`config.mk`:
```
export PLATFORM = sky130hd
export DESIGN_NAME = uart_mmio_fifo
export DESIGN_NICKNAME = d
export VERILOG_FILES = /design/src/rtl/uart_mmio_fifo.sv
export SDC_FILE = /design/constraint.sdc
export NUM_CORES = 1
export LEC_CHECK = 0
export ABC_AREA = 1
export CORE_AREA = 2 2 118 120
export CTS_CLUSTER_SIZE = 14
export DETAILED_ROUTE_END_ITERATION = 10
export DIE_AREA = 0 0 120 122
export PLACE_DENSITY_LB_ADDON = 0.25
export SYNTH_ARGS = -nofsm -noshare
export SYNTH_HDL_FRONTEND = slang
export SYNTH_SLANG_ARGS = --single-unit
```
`constraint.sdc`:
```
create_clock -name clk -period 7 [get_ports clk]
set_input_delay 2.1 -clock clk [delete_from_list [all_inputs] [get_ports clk]]
set_output_delay 2.1 -clock clk [all_outputs]
set_load 0.01 [all_outputs]
```
`src/rtl/uart_mmio_fifo.sv`:
```
// uart_mmio_fifo: buffered bridge between the CPU MMIO port and the on-chip uart.
// A TX FIFO queues CPU byte stores for the transmitter, an RX FIFO queues received
// bytes for CPU loads, and a status/control word exposes FIFO levels and sticky
// overflow flags. Offsets: 0x0 STATUS/CTRL, 0x4 RX_DATA, 0x8 TX_DATA.
module uart_mmio_fifo #(
  parameter int TX_DEPTH = 8,
  parameter int RX_DEPTH = 8
) (
  input  logic        clk,
  input  logic        rst,
  input  logic [3:0]  mmio_addr,
  input  logic        mmio_we,
  input  logic        mmio_re,
  input  logic [31:0] mmio_wdata,
  output logic [31:0] mmio_rdata,
  output logic [7:0]  uart_tx_data,
  output logic        uart_tx_valid,
  input  logic        uart_tx_ready,
  input  logic [7:0]  uart_rx_data,
  input  logic        uart_rx_valid,
  output logic        uart_rx_ready
);

  // Pointers carry one bit beyond the index so full and empty are distinguishable.
  localparam int TX_AW = $clog2(TX_DEPTH);
  localparam int TX_PW = TX_AW + 1;
  localparam int RX_AW = $clog2(RX_DEPTH);
  localparam int RX_PW = RX_AW + 1;

  localparam logic [3:0] ADDR_CTRL = 4'h0;
  localparam logic [3:0] ADDR_RX   = 4'h4;
  localparam logic [3:0] ADDR_TX   = 4'h8;

  // Storage arrays (contents are not reset; pointers define validity).
  logic [7:0] tx_mem_q [TX_DEPTH];
  logic [7:0] rx_mem_q [RX_DEPTH];

  logic [TX_PW-1:0] tx_wr_q, tx_wr_d, tx_rd_q, tx_rd_d;
  logic [RX_PW-1:0] rx_wr_q, rx_wr_d, rx_rd_q, rx_rd_d;
  logic             tx_ovf_q, tx_ovf_d;
  logic             rx_ovf_q, rx_ovf_d;
  logic             rx_stall_q, rx_stall_d;
  logic [31:0]      rdata_q, rdata_d;

  logic [TX_PW-1:0] tx_count;
  logic [RX_PW-1:0] rx_count;
  logic [31:0]      tx_count_ext, rx_count_ext;
  logic             tx_full, tx_empty, rx_full, rx_empty;
  logic             ctrl_wr, flush;
  logic             tx_push_req, tx_push, tx_pop, tx_ovf_set;
  logic             rx_push, rx_pop, rx_stall, rx_ovf_set;
  logic [7:0]       rx_head;
  logic [31:0]      status_word;
  logic             unused_bits;

  // Levels and flags decoded purely from registered pointers.
  assign tx_count = tx_wr_q - tx_rd_q;
  assign rx_count = rx_wr_q - rx_rd_q;
  assign tx_full  = (tx_count == TX_PW'(TX_DEPTH));
  assign rx_full  = (rx_count == RX_PW'(RX_DEPTH));
  assign tx_empty = (tx_wr_q == tx_rd_q);
  assign rx_empty = (rx_wr_q == rx_rd_q);

  assign tx_count_ext = 32'(tx_count);
  assign rx_count_ext = 32'(rx_count);

  // Handshake strobes; full/empty are pre-cycle state so a push into a full FIFO
  // is rejected even if a pop happens in the same cycle.
  assign ctrl_wr     = mmio_we && (mmio_addr == ADDR_CTRL);
  assign flush       = ctrl_wr && mmio_wdata[4];
  assign tx_push_req = mmio_we && (mmio_addr == ADDR_TX);
  assign tx_push     = tx_push_req && !tx_full;
  assign tx_ovf_set  = tx_push_req && tx_full;
  assign tx_pop      = !tx_empty && uart_tx_ready;

  assign rx_push     = uart_rx_valid && !rx_full;
  assign rx_pop      = mmio_re && (mmio_addr == ADDR_RX) && !rx_empty;
  assign rx_stall    = rx_full && uart_rx_valid;
  assign rx_ovf_set  = mmio_re && rx_stall && rx_stall_q;

  assign rx_head = rx_mem_q[rx_rd_q[RX_AW-1:0]];

  assign status_word = {8'h00, rx_count_ext[7:0], tx_count_ext[7:0],
                        3'b000, tx_empty, rx_ovf_q, tx_ovf_q, !rx_empty, !tx_full};

  assign uart_tx_valid = !tx_empty;
  assign uart_tx_data  = tx_empty ? 8'h00 : tx_mem_q[tx_rd_q[TX_AW-1:0]];
  assign uart_rx_ready = !rx_full;
  assign mmio_rdata    = rdata_q;

  assign unused_bits = ^{mmio_wdata[31:8], tx_count_ext[31:8], rx_count_ext[31:8]};

  // Next-state for pointers, sticky flags and the registered load data.
  always_comb begin
    tx_wr_d    = tx_wr_q + TX_PW'(tx_push);
    tx_rd_d    = tx_rd_q + TX_PW'(tx_pop);
    rx_wr_d    = rx_wr_q + RX_PW'(rx_push);
    rx_rd_d    = rx_rd_q + RX_PW'(rx_pop);
    tx_ovf_d   = tx_ovf_q;
    rx_ovf_d   = rx_ovf_q;
    rx_stall_d = rx_stall;
    rdata_d    = rdata_q;

    if (flush) begin
      tx_wr_d = '0;
      tx_rd_d = '0;
      rx_wr_d = '0;
      rx_rd_d = '0;
    end

    if (ctrl_wr && mmio_wdata[2]) tx_ovf_d = 1'b0;
    if (ctrl_wr && mmio_wdata[3]) rx_ovf_d = 1'b0;
    if (tx_ovf_set) tx_ovf_d = 1'b1;
    if (rx_ovf_set) rx_ovf_d = 1'b1;

    if (mmio_re) begin
      case (mmio_addr)
        ADDR_CTRL: rdata_d = status_word;
        ADDR_RX:   rdata_d = rx_empty ? 32'h0 : {24'h0, rx_head};
        default:   rdata_d = 32'h0;
      endcase
    end
  end

  // Control state registers with asynchronous active-low reset.
  always_ff @(posedge clk or negedge rst) begin
    if (!rst) begin
      tx_wr_q    <= '0;
      tx_rd_q    <= '0;
      rx_wr_q    <= '0;
      rx_rd_q    <= '0;
      tx_ovf_q   <= 1'b0;
      rx_ovf_q   <= 1'b0;
      rx_stall_q <= 1'b0;
      rdata_q    <= 32'h0;
    end else begin
      tx_wr_q    <= tx_wr_d;
      tx_rd_q    <= tx_rd_d;
      rx_wr_q    <= rx_wr_d;
      rx_rd_q    <= rx_rd_d;
      tx_ovf_q   <= tx_ovf_d;
      rx_ovf_q   <= rx_ovf_d;
      rx_stall_q <= rx_stall_d;
      rdata_q    <= rdata_d;
    end
  end

  // TX storage write on an accepted CPU store.
  always_ff @(posedge clk) begin
    if (tx_push) tx_mem_q[tx_wr_q[TX_AW-1:0]] <= mmio_wdata[7:0];
  end

  // RX storage write on an accepted receiver byte.
  always_ff @(posedge clk) begin
    if (rx_push) rx_mem_q[rx_wr_q[RX_AW-1:0]] <= uart_rx_data;
  end

endmodule

```
==> key figures <==
Clock network
  • Total CTS buffers: 17
  • Resized Gates After CTS: 0
  • Reg clk slew, reported paths: 60 ps
  • Post-CTS Repair Setup Buffers: 0
  • Clock sinks: 163
  • # H-tree levels: 4
  • CTS tree: yes
  • Cts hold-fix bufs: 0
  • Clock tree buffer depth: 2
  • Worst-Skew Late Latency: 430 ps
  • Root Buffer Master: clkbuf_16

Worst setup path
  • CP Launch Type: flip-flop
  • Worst EP required: 4900 ps
  • Slowest-stage cell, CP: dfrtp_1
  • CP arrival: 3600 ps
  • Slowest stage delay, CP: 890 ps
  • Cell chain of the critical path: inv_1 > ha_1 > nand4_1 > nand2_1 > nor2_1 > clkdlybuf4s50_1
  • Critical path class: reg -> out
  • Critical Path Sink Type: primary output
  • Crit path max fanout: 27

Yosys
  • Sequential share of the synthesized area: 0.654
  • EDFF count, synth: 128
  • Share of the synthesized area in the top cell type: 0.533
  • Synth unique cells: 32
  • Syn avg cell area: 10.5 um2
  • Seq cells post-synth: 163
  • Synth area leader: edfxtp_1
  • Predominant post-synthesis flop cell: edfxtp_1
  • Most frequent cell after synthesis: nor2_1
  • Commonest cells in the netlist: nor2_1, nand2_1, edfxtp_1
  • Ys async rst share: 0.215
  • Yosys warnings: 0
  • Mapped Area: 7210 um2
  • Top post-synthesis cells by area: edfxtp_1, dfrtp_1, nor2_1
  • Syn Inst Count: 686

GRT
  • Initial antenna violation count: 0
  • First-pass GRT wire length: 23400 um
  • Total track usage: 0.212
  • Grt ovf: 0
  • Vias in the first global route: 4756
  • Largest net degree at the start of global routing: 42

Placed design
  • Placed wire-length estimate: 9090 um
  • Final GP Congestion: 0.789
  • IO buf count: 51

Floorplan
  • Die width: 120 um
  • Die area: 14600 um2
  • Ports: 92
  • Starting density of the core: 0.534
  • Site Rows: 43
  • Die Ht: 122 um
  • Core Box Area: 13500 um2

Run
  • Max_cap viols: 0

Drt
  • Post-DR vias/cell: 5.30
  • Detailed Route Iter0 Violations: 469
  • DRC: 0
  • TritonRoute pass-1 iters: 6
  • Post-DR wirelength/cell: 15.9 um
  • Routed via count: 4915
  • Routed Antenna Nets: 0
  • Total Wirelength: 14800 um

STA
  • Fin crit period: 5700 ps
  • Final Cycle Share: 0.814
  • RSZ-0062 raised after global routing: no
  • Transition time of the tightest slew-check pin: 1000 ps
  • Final hold vios: 0
  • Slew HR: 0.329
  • Endpoints failing setup: 0
  • Slew Limit Fails: 0
  • Fmax: 175 MHz
  • Final TNS setup: 0 ps
  • Clock skew: 6.20 ps
  • Hold Slack: 483 ps

Cells and area
  • Area delta synth->final: 15.9%
  • Final net count: 800
  • Share of layout cells above drive strength 1: 0.0562
  • N_diodes: 0
  • Filler cells: 1033

Power
  • Pleak: 3.37 nW
  • Worst vdd ir: 0.208 mV
  • Power density cells: 400 nW/um2

Worst hold path
  • Tightest Hold Check Type: reg -> reg

Run status
  • Run status: completed
path summary, 6_finish.rpt:
path | start | endpoint | slack, ps | depth (start not counted)
worst max-delay path | tx_rd_q[1]$_DFF_PN0_ | uart_tx_data[4] | 1300 | 6
worst min-delay path | mmio_rdata[1]$_DFFE_PN0P_ | mmio_rdata[1]$_DFFE_PN0P_ | 480 | 2
worst max register to register | tx_rd_q[1]$_DFF_PN0_ | tx_mem_q[7][7]$_DFFE_PP_ | 3260 | 9
worst min register to register | mmio_rdata[1]$_DFFE_PN0P_ | mmio_rdata[1]$_DFFE_PN0P_ | 480 | 2
max in group asynchronous | rst | tx_wr_q[1]$_DFF_PN0_ | 4770 | 1
min in group asynchronous | rst | tx_rd_q[1]$_DFF_PN0_ | 1740 | 1
cell usage in the layout, fill, tap and decap left out, types with 3 or more instances in the layout:
master	count
clkinvlp_4	3
o211ai_1	8
ha_1	14
conb_1	16
xnor2_1	4
buf_4	3
dfrtp_1	35
xor2_1	5
clkdlybuf4s50_1	50
nand2_1	132
edfxtp_1	128
o21ai_1	8
clkinv_4	3
bufinv_16	3
o22ai_1	8
nand4_1	3
clkinv_1	5
clkbuf_16	17
nor2_1	141
inv_1	56
o21ai_0	52
nor2_2	3
nand3_1	27
inv_2	4
layout make-up:
| cell class | instances | area, um2 | area share |
|---|---|---|---|
| clock inverter | 14 | 163 | 0.0194 |
| timing repair buffer | 54 | 528 | 0.0631 |
| sequential | 163 | 4720 | 0.564 |
| inverter | 61 | 229 | 0.0274 |
| tap | 180 | 225 | 0.0269 |
| multi-input combinational | 437 | 2070 | 0.247 |
| clock buffer | 18 | 429 | 0.0513 |
critical path: cells and delay by family (launching register included):
kind | cells | cell delay, ps
buf+inv | 2 | 910
simple gates | 3 | 930
fa+ha+maj | 1 | 430
flops | 1 | 890
state kept, by name (all words and copies together) (netlist names):
signal and count:
mmio_rdata 16, rx_mem_q 64, rx_ovf_q 1, rx_rd_q 4, rx_stall_q 1, rx_wr_q 4
tx_mem_q 64, tx_ovf_q 1, tx_rd_q 4, tx_wr_q 4
kinds of logic after synthesis:
logic type                 count (synthesis)  synth area share
buffers and inverters                    101            0.0668
adders and majority gates                 16            0.0298
and+or+nand+nor                          314             0.175
other                                      1          0.000520
DFF                                      163             0.654
xor gates and xnor gates                   9            0.0109
AOI/OAI and AO/OA                         82            0.0628
where the power goes:
part,total [W],switching (W),internal (W)
sequential,0.00127,0.000104,0.00116
clock,0.000922,0.000364,0.000558
combinational,0.00115,0.000723,0.000431
total,0.00334,0.00119,0.00215
stage by stage:
stage	std cells	util	power [W]	instance area (um2)	setup WS, ps
2_1_floorplan	701	-	0.00204	7270	3180
3_3_place_gp	895	0.575	0.00238	7770	1820
3_5_place_dp	895	0.575	0.00243	7770	1750
4_1_cts	927	0.619	0.00335	8360	1320
5_1_grt	927	0.619	0.00355	8360	1170
6_report	927	0.619	0.00334	8360	1300
layer usage:
metal  vias to the layer above  GRT usage  wire [um]  share of wire
li1                       2358          -          -              -
met1                      2358      0.279       6430           0.44
met2                       183      0.342       7120           0.48
met3                        16     0.0576       1030          0.069
met4                         0     0.0765        201          0.014
met5                         -          0          0              0
Power figures use the tool's default switching activity.
